File: src/rtl/exec_pkg.sv
// ============================================================================
// Module   : exec_pkg
// Brief    : Op-code and multiplier FSM encodings shared by the execute stage.
// Revision : 1.0 - initial release
// ============================================================================
`default_nettype none
`timescale 1ns/1ps

package exec_pkg;

    typedef enum logic [3:0] {
        OP_ADD   = 4'd0,
        OP_SUB   = 4'd1,
        OP_AND   = 4'd2,
        OP_OR    = 4'd3,
        OP_XOR   = 4'd4,
        OP_SLT   = 4'd5,
        OP_SLL   = 4'd6,
        OP_SRL   = 4'd7,
        OP_SRA   = 4'd8,
        OP_PASSB = 4'd9,
        OP_MUL   = 4'd10
    } op_e;

    typedef enum logic [0:0] {
        ST_IDLE     = 1'b0,
        ST_MUL_BUSY = 1'b1
    } mul_state_e;

    localparam int c_IMM_W     = 16;
    // Holds MUL_LAT-1 for the full supported latency range 1..8.
    localparam int c_MUL_CNT_W = 3;

endpackage

`default_nettype wire

File: src/rtl/exec_if.sv
// ============================================================================
// Module   : exec_if
// Brief    : Issue/result handshake bundle between decode, execute and writeback.
// Revision : 1.0 - initial release
// ============================================================================
`default_nettype none
`timescale 1ns/1ps

interface exec_if #(
    parameter int XLEN       = 32,
    parameter int REG_ADDR_W = 5
);
    logic                  in_valid;
    logic                  in_ready;
    logic [3:0]            op;
    logic [REG_ADDR_W-1:0] rs_a_addr;
    logic [REG_ADDR_W-1:0] rs_b_addr;
    logic [XLEN-1:0]       rs_a_data;
    logic [XLEN-1:0]       rs_b_data;
    logic [15:0]           imm;
    logic                  is_imm;
    logic [REG_ADDR_W-1:0] rd_addr;
    logic                  flush;
    logic                  out_valid;
    logic                  out_ready;
    logic [XLEN-1:0]       out_d_data;
    logic [XLEN-1:0]       out_b_data;
    logic                  out_zero;
    logic [REG_ADDR_W-1:0] out_rd;
    logic                  busy;

    modport master (
        output in_valid, op, rs_a_addr, rs_b_addr, rs_a_data, rs_b_data,
               imm, is_imm, rd_addr, flush, out_ready,
        input  in_ready, out_valid, out_d_data, out_b_data, out_zero,
               out_rd, busy
    );

    modport slave (
        input  in_valid, op, rs_a_addr, rs_b_addr, rs_a_data, rs_b_data,
               imm, is_imm, rd_addr, flush, out_ready,
        output in_ready, out_valid, out_d_data, out_b_data, out_zero,
               out_rd, busy
    );

endinterface

`default_nettype wire

File: src/rtl/exec_mul.sv
// ============================================================================
// Module   : exec_mul
// Brief    : Fixed-latency multiplier; busy for MUL_LAT cycles after i_start,
//            o_done pulses during the last busy cycle.
// Revision : 1.0 - initial release
// ============================================================================
`default_nettype none
`timescale 1ns/1ps

module exec_mul
    import exec_pkg::*;
#(
    parameter int XLEN    = 32,
    parameter int MUL_LAT = 3
) (
    input  logic            clk,
    input  logic            rst_n,
    input  logic            i_start,
    input  logic            i_flush,
    input  logic [XLEN-1:0] i_a,
    input  logic [XLEN-1:0] i_b,
    output logic            o_busy,
    output logic            o_done,
    output logic [XLEN-1:0] o_p
);

    localparam logic [c_MUL_CNT_W-1:0] c_CNT_LAST = c_MUL_CNT_W'(MUL_LAT - 1);

    mul_state_e               r_state;
    mul_state_e               w_state_nxt;
    logic [c_MUL_CNT_W-1:0]   r_cnt;
    logic [XLEN-1:0]          r_a;
    logic [XLEN-1:0]          r_b;

    always_ff @(posedge clk or negedge rst_n) begin
        if (!rst_n) begin
            r_state <= ST_IDLE;
        end else begin
            r_state <= w_state_nxt;
        end
    end

    always_comb begin
        w_state_nxt = r_state;
        o_done      = 1'b0;
        case (r_state)
            ST_IDLE: begin
                if (i_start && !i_flush) begin
                    w_state_nxt = ST_MUL_BUSY;
                end
            end
            ST_MUL_BUSY: begin
                if (i_flush) begin
                    w_state_nxt = ST_IDLE;
                end else if (r_cnt == '0) begin
                    o_done      = 1'b1;
                    w_state_nxt = ST_IDLE;
                end
            end
            default: w_state_nxt = ST_IDLE;
        endcase
    end

    // Operands are captured once so the register file may move on during the multiply.
    always_ff @(posedge clk or negedge rst_n) begin
        if (!rst_n) begin
            r_cnt <= '0;
            r_a   <= '0;
            r_b   <= '0;
        end else if (r_state == ST_IDLE && i_start) begin
            r_cnt <= c_CNT_LAST;
            r_a   <= i_a;
            r_b   <= i_b;
        end else if (r_state == ST_MUL_BUSY && r_cnt != '0) begin
            r_cnt <= r_cnt - 1'b1;
        end
    end

    assign o_busy = (r_state == ST_MUL_BUSY);
    assign o_p    = r_a * r_b;

endmodule

`default_nettype wire

File: src/rtl/exec_stage.sv
// ============================================================================
// Module   : exec_stage
// Brief    : Single-issue execute stage: 1-cycle ALU plus multi-cycle multiply
//            behind a valid/ready result register. Optional result forwarding
//            is enabled by defining EXEC_BYPASS_EN.
// Revision : 1.0 - initial release
// ============================================================================
`default_nettype none
`timescale 1ns/1ps

module exec_stage
    import exec_pkg::*;
#(
    parameter int XLEN       = 32,
    parameter int REG_ADDR_W = 5,
    parameter int MUL_LAT    = 3
) (
    input  logic   clk,
    input  logic   rst_n,
    exec_if.slave  bus
);

    localparam int c_SH_W = $clog2(XLEN);

    logic                  w_in_ready;
    logic                  w_accept;
    logic                  w_is_mul;
    logic                  w_mul_start;
    logic                  w_mul_busy;
    logic                  w_mul_done;
    logic [XLEN-1:0]       w_mul_p;
    logic [XLEN-1:0]       w_op_a;
    logic [XLEN-1:0]       w_b_raw;
    logic [XLEN-1:0]       w_op_b;
    logic [XLEN-1:0]       w_imm_ext;
    logic [XLEN-1:0]       w_alu;
    logic [c_SH_W-1:0]     w_shamt;

    logic                  r_out_valid;
    logic                  r_out_zero;
    logic [XLEN-1:0]       r_out_d;
    logic [XLEN-1:0]       r_out_b;
    logic [REG_ADDR_W-1:0] r_out_rd;
    logic [XLEN-1:0]       r_pend_b;
    logic [REG_ADDR_W-1:0] r_pend_rd;

    // ---------------------------------------------------------------- operands
`ifdef EXEC_BYPASS_EN
    logic w_byp_a;
    logic w_byp_b;

    // r0 is hard-wired zero in the register file, so it never forwards.
    assign w_byp_a = r_out_valid && (bus.rs_a_addr != '0) && (bus.rs_a_addr == r_out_rd);
    assign w_byp_b = r_out_valid && (bus.rs_b_addr != '0) && (bus.rs_b_addr == r_out_rd);
    assign w_op_a  = w_byp_a ? r_out_d : bus.rs_a_data;
    assign w_b_raw = w_byp_b ? r_out_d : bus.rs_b_data;
`else
    logic w_unused_addr;

    assign w_unused_addr = ^{bus.rs_a_addr, bus.rs_b_addr};
    assign w_op_a        = bus.rs_a_data;
    assign w_b_raw       = bus.rs_b_data;
`endif

    assign w_imm_ext = {{(XLEN - c_IMM_W){bus.imm[c_IMM_W-1]}}, bus.imm};
    assign w_op_b    = bus.is_imm ? w_imm_ext : w_b_raw;
    assign w_shamt   = w_op_b[c_SH_W-1:0];

    // --------------------------------------------------------------------- ALU
    always_comb begin
        w_alu = '0;
        case (bus.op)
            OP_ADD:   w_alu = w_op_a + w_op_b;
            OP_SUB:   w_alu = w_op_a - w_op_b;
            OP_AND:   w_alu = w_op_a & w_op_b;
            OP_OR:    w_alu = w_op_a | w_op_b;
            OP_XOR:   w_alu = w_op_a ^ w_op_b;
            OP_SLT:   w_alu = {{(XLEN-1){1'b0}}, ($signed(w_op_a) < $signed(w_op_b))};
            OP_SLL:   w_alu = w_op_a << w_shamt;
            OP_SRL:   w_alu = w_op_a >> w_shamt;
            OP_SRA:   w_alu = $signed(w_op_a) >>> w_shamt;
            OP_PASSB: w_alu = w_op_b;
            default:  w_alu = '0;
        endcase
    end

    // --------------------------------------------------------------- handshake
    assign w_in_ready  = !w_mul_busy && (!r_out_valid || bus.out_ready);
    assign w_accept    = bus.in_valid && w_in_ready && !bus.flush;
    assign w_is_mul    = (bus.op == OP_MUL);
    assign w_mul_start = w_accept && w_is_mul;

    exec_mul #(
        .XLEN    (XLEN),
        .MUL_LAT (MUL_LAT)
    ) u_mul (
        .clk     (clk),
        .rst_n   (rst_n),
        .i_start (w_mul_start),
        .i_flush (bus.flush),
        .i_a     (w_op_a),
        .i_b     (w_op_b),
        .o_busy  (w_mul_busy),
        .o_done  (w_mul_done),
        .o_p     (w_mul_p)
    );

    // ---------------------------------------------------------- result register
    always_ff @(posedge clk or negedge rst_n) begin
        if (!rst_n) begin
            r_out_valid <= 1'b0;
            r_out_d     <= '0;
            r_out_b     <= '0;
            r_out_zero  <= 1'b1;
            r_out_rd    <= '0;
            r_pend_b    <= '0;
            r_pend_rd   <= '0;
        end else begin
            if (w_mul_start) begin
                r_pend_b  <= w_b_raw;
                r_pend_rd <= bus.rd_addr;
            end
            // A MUL acceptance only happens once the old result is consumed,
            // so it lands in the final branch and clears out_valid.
            if (bus.flush) begin
                r_out_valid <= 1'b0;
            end else if (w_accept && !w_is_mul) begin
                r_out_valid <= 1'b1;
                r_out_d     <= w_alu;
                r_out_b     <= w_b_raw;
                r_out_zero  <= (w_alu == '0);
                r_out_rd    <= bus.rd_addr;
            end else if (w_mul_done) begin
                r_out_valid <= 1'b1;
                r_out_d     <= w_mul_p;
                r_out_b     <= r_pend_b;
                r_out_zero  <= (w_mul_p == '0);
                r_out_rd    <= r_pend_rd;
            end else if (r_out_valid && bus.out_ready) begin
                r_out_valid <= 1'b0;
            end
        end
    end

    assign bus.in_ready   = w_in_ready;
    assign bus.out_valid  = r_out_valid;
    assign bus.out_d_data = r_out_d;
    assign bus.out_b_data = r_out_b;
    assign bus.out_zero   = r_out_zero;
    assign bus.out_rd     = r_out_rd;
    assign bus.busy       = w_mul_busy;

endmodule

`default_nettype wire

File: src/flat_wrapper.sv
// flat-port wrapper written by rule: the top's interface ports become plain ports
module exec_stage_flat import exec_pkg::*;
#(
    parameter int XLEN       = 32,
    parameter int REG_ADDR_W = 5,
    parameter int MUL_LAT    = 3
)
  (clk, rst_n, bus_in_valid, bus_op, bus_rs_a_addr, bus_rs_b_addr, bus_rs_a_data, bus_rs_b_data, bus_imm, bus_is_imm, bus_rd_addr, bus_flush, bus_out_ready, bus_in_ready, bus_out_valid, bus_out_d_data, bus_out_b_data, bus_out_zero, bus_out_rd, bus_busy);
  exec_if #(.XLEN(XLEN), .REG_ADDR_W(REG_ADDR_W)) bus_i ();
  input  logic clk;
  input  logic rst_n;
  input wire logic [$bits(bus_i.in_valid)-1:0] bus_in_valid;
  input wire logic [$bits(bus_i.op)-1:0] bus_op;
  input wire logic [$bits(bus_i.rs_a_addr)-1:0] bus_rs_a_addr;
  input wire logic [$bits(bus_i.rs_b_addr)-1:0] bus_rs_b_addr;
  input wire logic [$bits(bus_i.rs_a_data)-1:0] bus_rs_a_data;
  input wire logic [$bits(bus_i.rs_b_data)-1:0] bus_rs_b_data;
  input wire logic [$bits(bus_i.imm)-1:0] bus_imm;
  input wire logic [$bits(bus_i.is_imm)-1:0] bus_is_imm;
  input wire logic [$bits(bus_i.rd_addr)-1:0] bus_rd_addr;
  input wire logic [$bits(bus_i.flush)-1:0] bus_flush;
  input wire logic [$bits(bus_i.out_ready)-1:0] bus_out_ready;
  output wire logic [$bits(bus_i.in_ready)-1:0] bus_in_ready;
  output wire logic [$bits(bus_i.out_valid)-1:0] bus_out_valid;
  output wire logic [$bits(bus_i.out_d_data)-1:0] bus_out_d_data;
  output wire logic [$bits(bus_i.out_b_data)-1:0] bus_out_b_data;
  output wire logic [$bits(bus_i.out_zero)-1:0] bus_out_zero;
  output wire logic [$bits(bus_i.out_rd)-1:0] bus_out_rd;
  output wire logic [$bits(bus_i.busy)-1:0] bus_busy;
  assign bus_i.in_valid = bus_in_valid;
  assign bus_i.op = bus_op;
  assign bus_i.rs_a_addr = bus_rs_a_addr;
  assign bus_i.rs_b_addr = bus_rs_b_addr;
  assign bus_i.rs_a_data = bus_rs_a_data;
  assign bus_i.rs_b_data = bus_rs_b_data;
  assign bus_i.imm = bus_imm;
  assign bus_i.is_imm = bus_is_imm;
  assign bus_i.rd_addr = bus_rd_addr;
  assign bus_i.flush = bus_flush;
  assign bus_i.out_ready = bus_out_ready;
  assign bus_in_ready = bus_i.in_ready;
  assign bus_out_valid = bus_i.out_valid;
  assign bus_out_d_data = bus_i.out_d_data;
  assign bus_out_b_data = bus_i.out_b_data;
  assign bus_out_zero = bus_i.out_zero;
  assign bus_out_rd = bus_i.out_rd;
  assign bus_busy = bus_i.busy;
  exec_stage #(.XLEN(XLEN), .REG_ADDR_W(REG_ADDR_W), .MUL_LAT(MUL_LAT)) u_core (.clk(clk), .rst_n(rst_n), .bus(bus_i));
endmodule
File: config.mk
export PLATFORM = sky130hd
export DESIGN_NAME = exec_stage_flat
export DESIGN_NICKNAME = d
export VERILOG_FILES = /design/src/rtl/exec_pkg.sv /design/src/rtl/exec_if.sv /design/src/rtl/exec_mul.sv /design/src/rtl/exec_stage.sv /design/src/flat_wrapper.sv
export SDC_FILE = /design/constraint.sdc
export NUM_CORES = 2
export LEC_CHECK = 0
export BUFFER_PORTS_ARGS = -buffer_cell sky130_fd_sc_hd__buf_2
export CORE_ASPECT_RATIO = 0.8
export CORE_MARGIN = 4
export CORE_UTILIZATION = 50
export DETAILED_ROUTE_END_ITERATION = 10
export PLACE_DENSITY = 0.68
export RECOVER_POWER = 50
export SLEW_MARGIN = 0
export SYNTH_ARGS = -nofsm -noshare
export SYNTH_HDL_FRONTEND = slang
export SYNTH_SLANG_ARGS = --single-unit
File: constraint.sdc
create_clock -name clk -period 9.4 [get_ports clk]
set_input_delay 1.88 -clock clk [delete_from_list [all_inputs] [get_ports clk]]
set_output_delay 1.88 -clock clk [all_outputs]
set_load 0.1 [all_outputs]
==> results summary <==
The max-slew violation total from the final report came out at 179. The netlist uses a little over 90 different library cells. Cells fill 53.7% of the core in the end. After filler insertion, the fill cell instance count of the layout stands at 6139.

The largest individual stage delay along the critical path comes from the cell dfrtp_1. Of the total synthesized cell area, the portion taken by AND, OR, NAND and NOR gates is 18.1%. Setup repair after global routing left no endpoint under its margin. The proportion of synthesized flip-flops having asynchronous set or reset came out at between 90% and 100%. fa_1 takes more of the synthesized area than any other cell. The initial standard-cell utilization of the core is between 50% and 60%. The number of hold-slack violations in the final timing report came out at 0.

In this run, post-CTS repair resized a total of 0 instances. The post-route total power came out at 10.0 mW. The root buffer selected by CTS is clkbuf_16. The number of buffers inserted by port buffering is 167. The pin count of the biggest net entering global routing is between 100 and 150. From bottom edge to top edge, the die measures 236 um.

The post-DP HPWL came out at 92000 um. The total nets after synthesis came out at approximately 4.5k. The final critical path takes up between 90% and 100% of the cycle. The post-synthesis compound-gate area fraction is approximately 15%.

The category of the worst setup path launch point is a register. TritonCTS built the clock tree. The total power density per cell area is 291 nW/um^2. Final hold analysis gives a worst-case slack of 0.478 ns. The I/O pin count came out at roughly 180. The number of enable flip-flop cells after synthesis came out at 0. The area of the die came out at 68900 sq um. Headroom to the max-slew limit came out at -274%.

The number of buffers added to fix hold violations after cts came out at 0. Summing the areas of all xor and xnor instances in the mapped netlist gives under 10% of the synthesized area. The final setup skew is 0.0178 ns. In this run the cell area measured after placement is 33900 sq um.

The signal on the critical path passes through nand2_1, fa_1, inv_1, fa_1, fa_1, inv_1, fa_1, inv_1, ha_1, ha_1, fa_1, fa_1, ha_1, and4_1, o211a_1, a221oi_1, and3_1, o31ai_1, a31o_2, or4_1, and4_1, or3_1, mux2i_1, o21ai_0. The proportion of power drawn by flip-flops and latches came out at 12.9%. The tree built by TritonCTS fans out to 176 sinks. In this run the power spent charging and discharging nets is 5.97 mW. The maximum fanout along the worst path is 19. The number of global-route vias before repair is 28.1k. The die extent in x is 292 um. The number of CTS-inserted buffers came out at 17. The total of warnings raised by yosys came out at 0.

The critical path is of the register to register type. The most numerous cell in the Yosys netlist is nand2_1. The global placer's final weighted congestion came out at 1.04. The maximum resistive drop on vdd came out at 0.000535 V. STA puts the critical path data required time at approximately 10 ns. The time the worst path needs with I/O delays and setup is 8.52 ns.

The gate count after technology mapping is ~3.8k. The post-synthesis register bit count came out at roughly 180. In the final timing run, aggregate negative setup slack is 0 ns.

The overall routing resource usage came out at 34.1%. The synthesized area per cell is 8.55 sq um. After synthesis, the most frequently instantiated cells are nand2_1, inv_1, fa_1.

The share of total power in the clock network came out at 7.8%. The first global-routing pass estimated about 180000 um of wire. The category of the worst setup path capture point is a register. The final layout contains approximately 4.5k nets.

The number of max-capacitance violations reported is 2. The combined area of all synthesized cells came out at 32400 sq um. The part of the power in combinational logic is 79.3%. The clock slew at the register clock pins of the worst setup and hold paths came out at ~0.090 ns.

The ratio of cells with drive above 1 in the final layout came out at 7.74%. Counting both buffers and inverters, the worst setup path holds a total of 3. The top achievable clock speed is about 120 MHz. The buffer count from post-CTS setup fixing came out at 0. In this run the remaining antenna-violating nets after routing total 0.

For this design the static power due to leakage is around 16 nW. The layout overhead on the synthesized area is 6.50%. Multiplexer cells account for ~8.1% of the synthesized area. Dividing the detail-routed via count by the number of cells gives 6.22. The total internal power is 4.06 mW. The number of levels in the clock H-tree came out at 4.

The deepest clock path buffer count came out at 2. The checks that failed: max-capacitance violations, max-slew violations. The later pin in the worst-skew pair is clocked with a latency of 0.47 ns.

The number of optimization iterations in the first detailed-route pass came out at 7. On the critical path the largest part of the delay comes from adder cells. The total wirelength of the detailed-routed design came out at 119000 um. The total number of placement rows is 83. The number of antenna violations at the first check in global routing came out at 5. By area, the combinational part of the netlist is dominated by adder cells.

The fraction of synthesized cell area taken by the top area cell type came out at 25.4%. In this run the worst hold path is classified as register to register. The transition time at the pin with the least slew margin came out at about 5.6 ns.

Setup violations remaining at the end of the flow were counted as 0. In the synthesized netlist the dominant register cell turns out to be dfrtp_1. The signal arrival time at the worst endpoint came out at 8.84 ns. The most common cell type on the critical path is fa_1.

The flow ran to the end, but the final reports show violations. The iteration-0 DRC count of the detailed router came out at 3722. The largest single stage delay on the critical path is 1.14 ns. The switching part of the total came out at 59.5%. Dividing the detail-routed wire length by the instance count gives 25.5 um.

Yosys attributes the largest share of cell area to fa_1, dfrtp_1, ha_1, nand2_1, and2_1. The aggregate global routing overflow is 0. Detailed routing inserted a total of around 29k vias. The cell area after layout came out at 34500 sq um. The post-synthesis adder-cell area fraction came out at roughly 34%.

The total DRC errors in the routed layout came out at 0. The area of the placeable core is 64200 sq um. The sequential area share after synthesis is 13.6%.
logic make-up after synthesis:
group           Yosys count
compound gates          753
xor+xnor                 95
fa+ha+maj               632
buf+inv                 727
flops                   176
mux                     180
simple gates           1224
tightest hold or removal path: stages, from the launching register on:
cell and delay (ns):
dfrtp_1 0.34, nand2_1 0.05, nand2_1 0.06
sequential cells by signal, indices dropped and copies added (netlist names):
signal and flops:
u_core.bus.out_b_data 32, u_core.bus.out_d_data 32, u_core.r_pend_b 32, u_core.u_mul.r_a 32
u_core.u_mul.r_b 32, u_core.bus.out_rd 5, u_core.r_pend_rd 5, u_core.u_mul.r_cnt 3
u_core.bus.out_valid 1, u_core.bus.out_zero 1, u_core.u_mul.o_busy 1
power groups by stage:
stage               combinational (mW)  sequential (mW)  clock [mW]
global route                      8.59             1.32       0.812
global placement                  7.72             1.28           0
finish                            7.95             1.30       0.778
floorplan                         4.79             1.73           0
detailed placement                7.82             1.29           0
CTS                               7.86             1.28       0.784
metal layers:
metal	part of all wire (%)	global-route usage [%]	wire length [um]	up-vias
met5	0.074	0.697	88	-
met4	3.5	10.0	4140	6
met3	14	11.2	16100	254
met2	40	46.9	48000	1703
met1	43	50.8	50500	14400
li1	-	-	-	12600
area by class of cell:
type,instances,area (sq um),share of cell area (%)
multi-input combinational,2884,25300,73.4
sequential,176,4410,12.8
inverter,479,1800,5.23
timing repair buffer,238,1280,3.70
tap,850,1060,3.09
clock buffer,17,425,1.23
clock inverter,15,206,0.599
antenna,2,5.00,0.0145
final timing paths:
check,start,end,slack [ns],cells past startpoint
hold / removal,u_core.r_pend_rd[3],u_core.r_pend_rd[3],0.48,2
max in group asynchronous,rst_n,u_core.u_mul.r_a[25],1.96,2
min in group asynchronous,rst_n,u_core.r_pend_b[28],3.47,1
setup / recovery,u_core.u_mul.r_a[2],u_core.bus.out_d_data[30],0.88,24
setup reg to reg,u_core.u_mul.r_a[2],u_core.bus.out_d_data[30],0.88,24
hold reg to reg,u_core.r_pend_rd[3],u_core.r_pend_rd[3],0.48,2
cell usage in the layout, fill, tap and decap left out, types with 28 or more instances in the layout:
cell,synthesis,final
buf_2,17,95
xnor2_1,70,70
dfrtp_1,175,175
nand2_1,580,580
clkbuf_1,211,72
o22ai_1,28,28
ha_1,222,222
a21oi_1,167,167
mux2i_1,113,111
buf_4,4,70
nor2_1,134,134
nor3_1,31,31
nand3_1,39,38
a211oi_1,34,34
mux4_2,53,53
fa_1,410,410
inv_1,474,474
o21ai_0,226,226
and2_1,319,318
metrics by stage:
step | cells | worst slack (ns)
detailed placement | 4627 | 1.02
CTS | 4659 | 1.00
global route | 4659 | 0.646
global placement | 4627 | 1.23
floorplan | 3787 | 1.99
finish | 4661 | 0.884
Note: power is estimated with default switching activity, not from simulation.
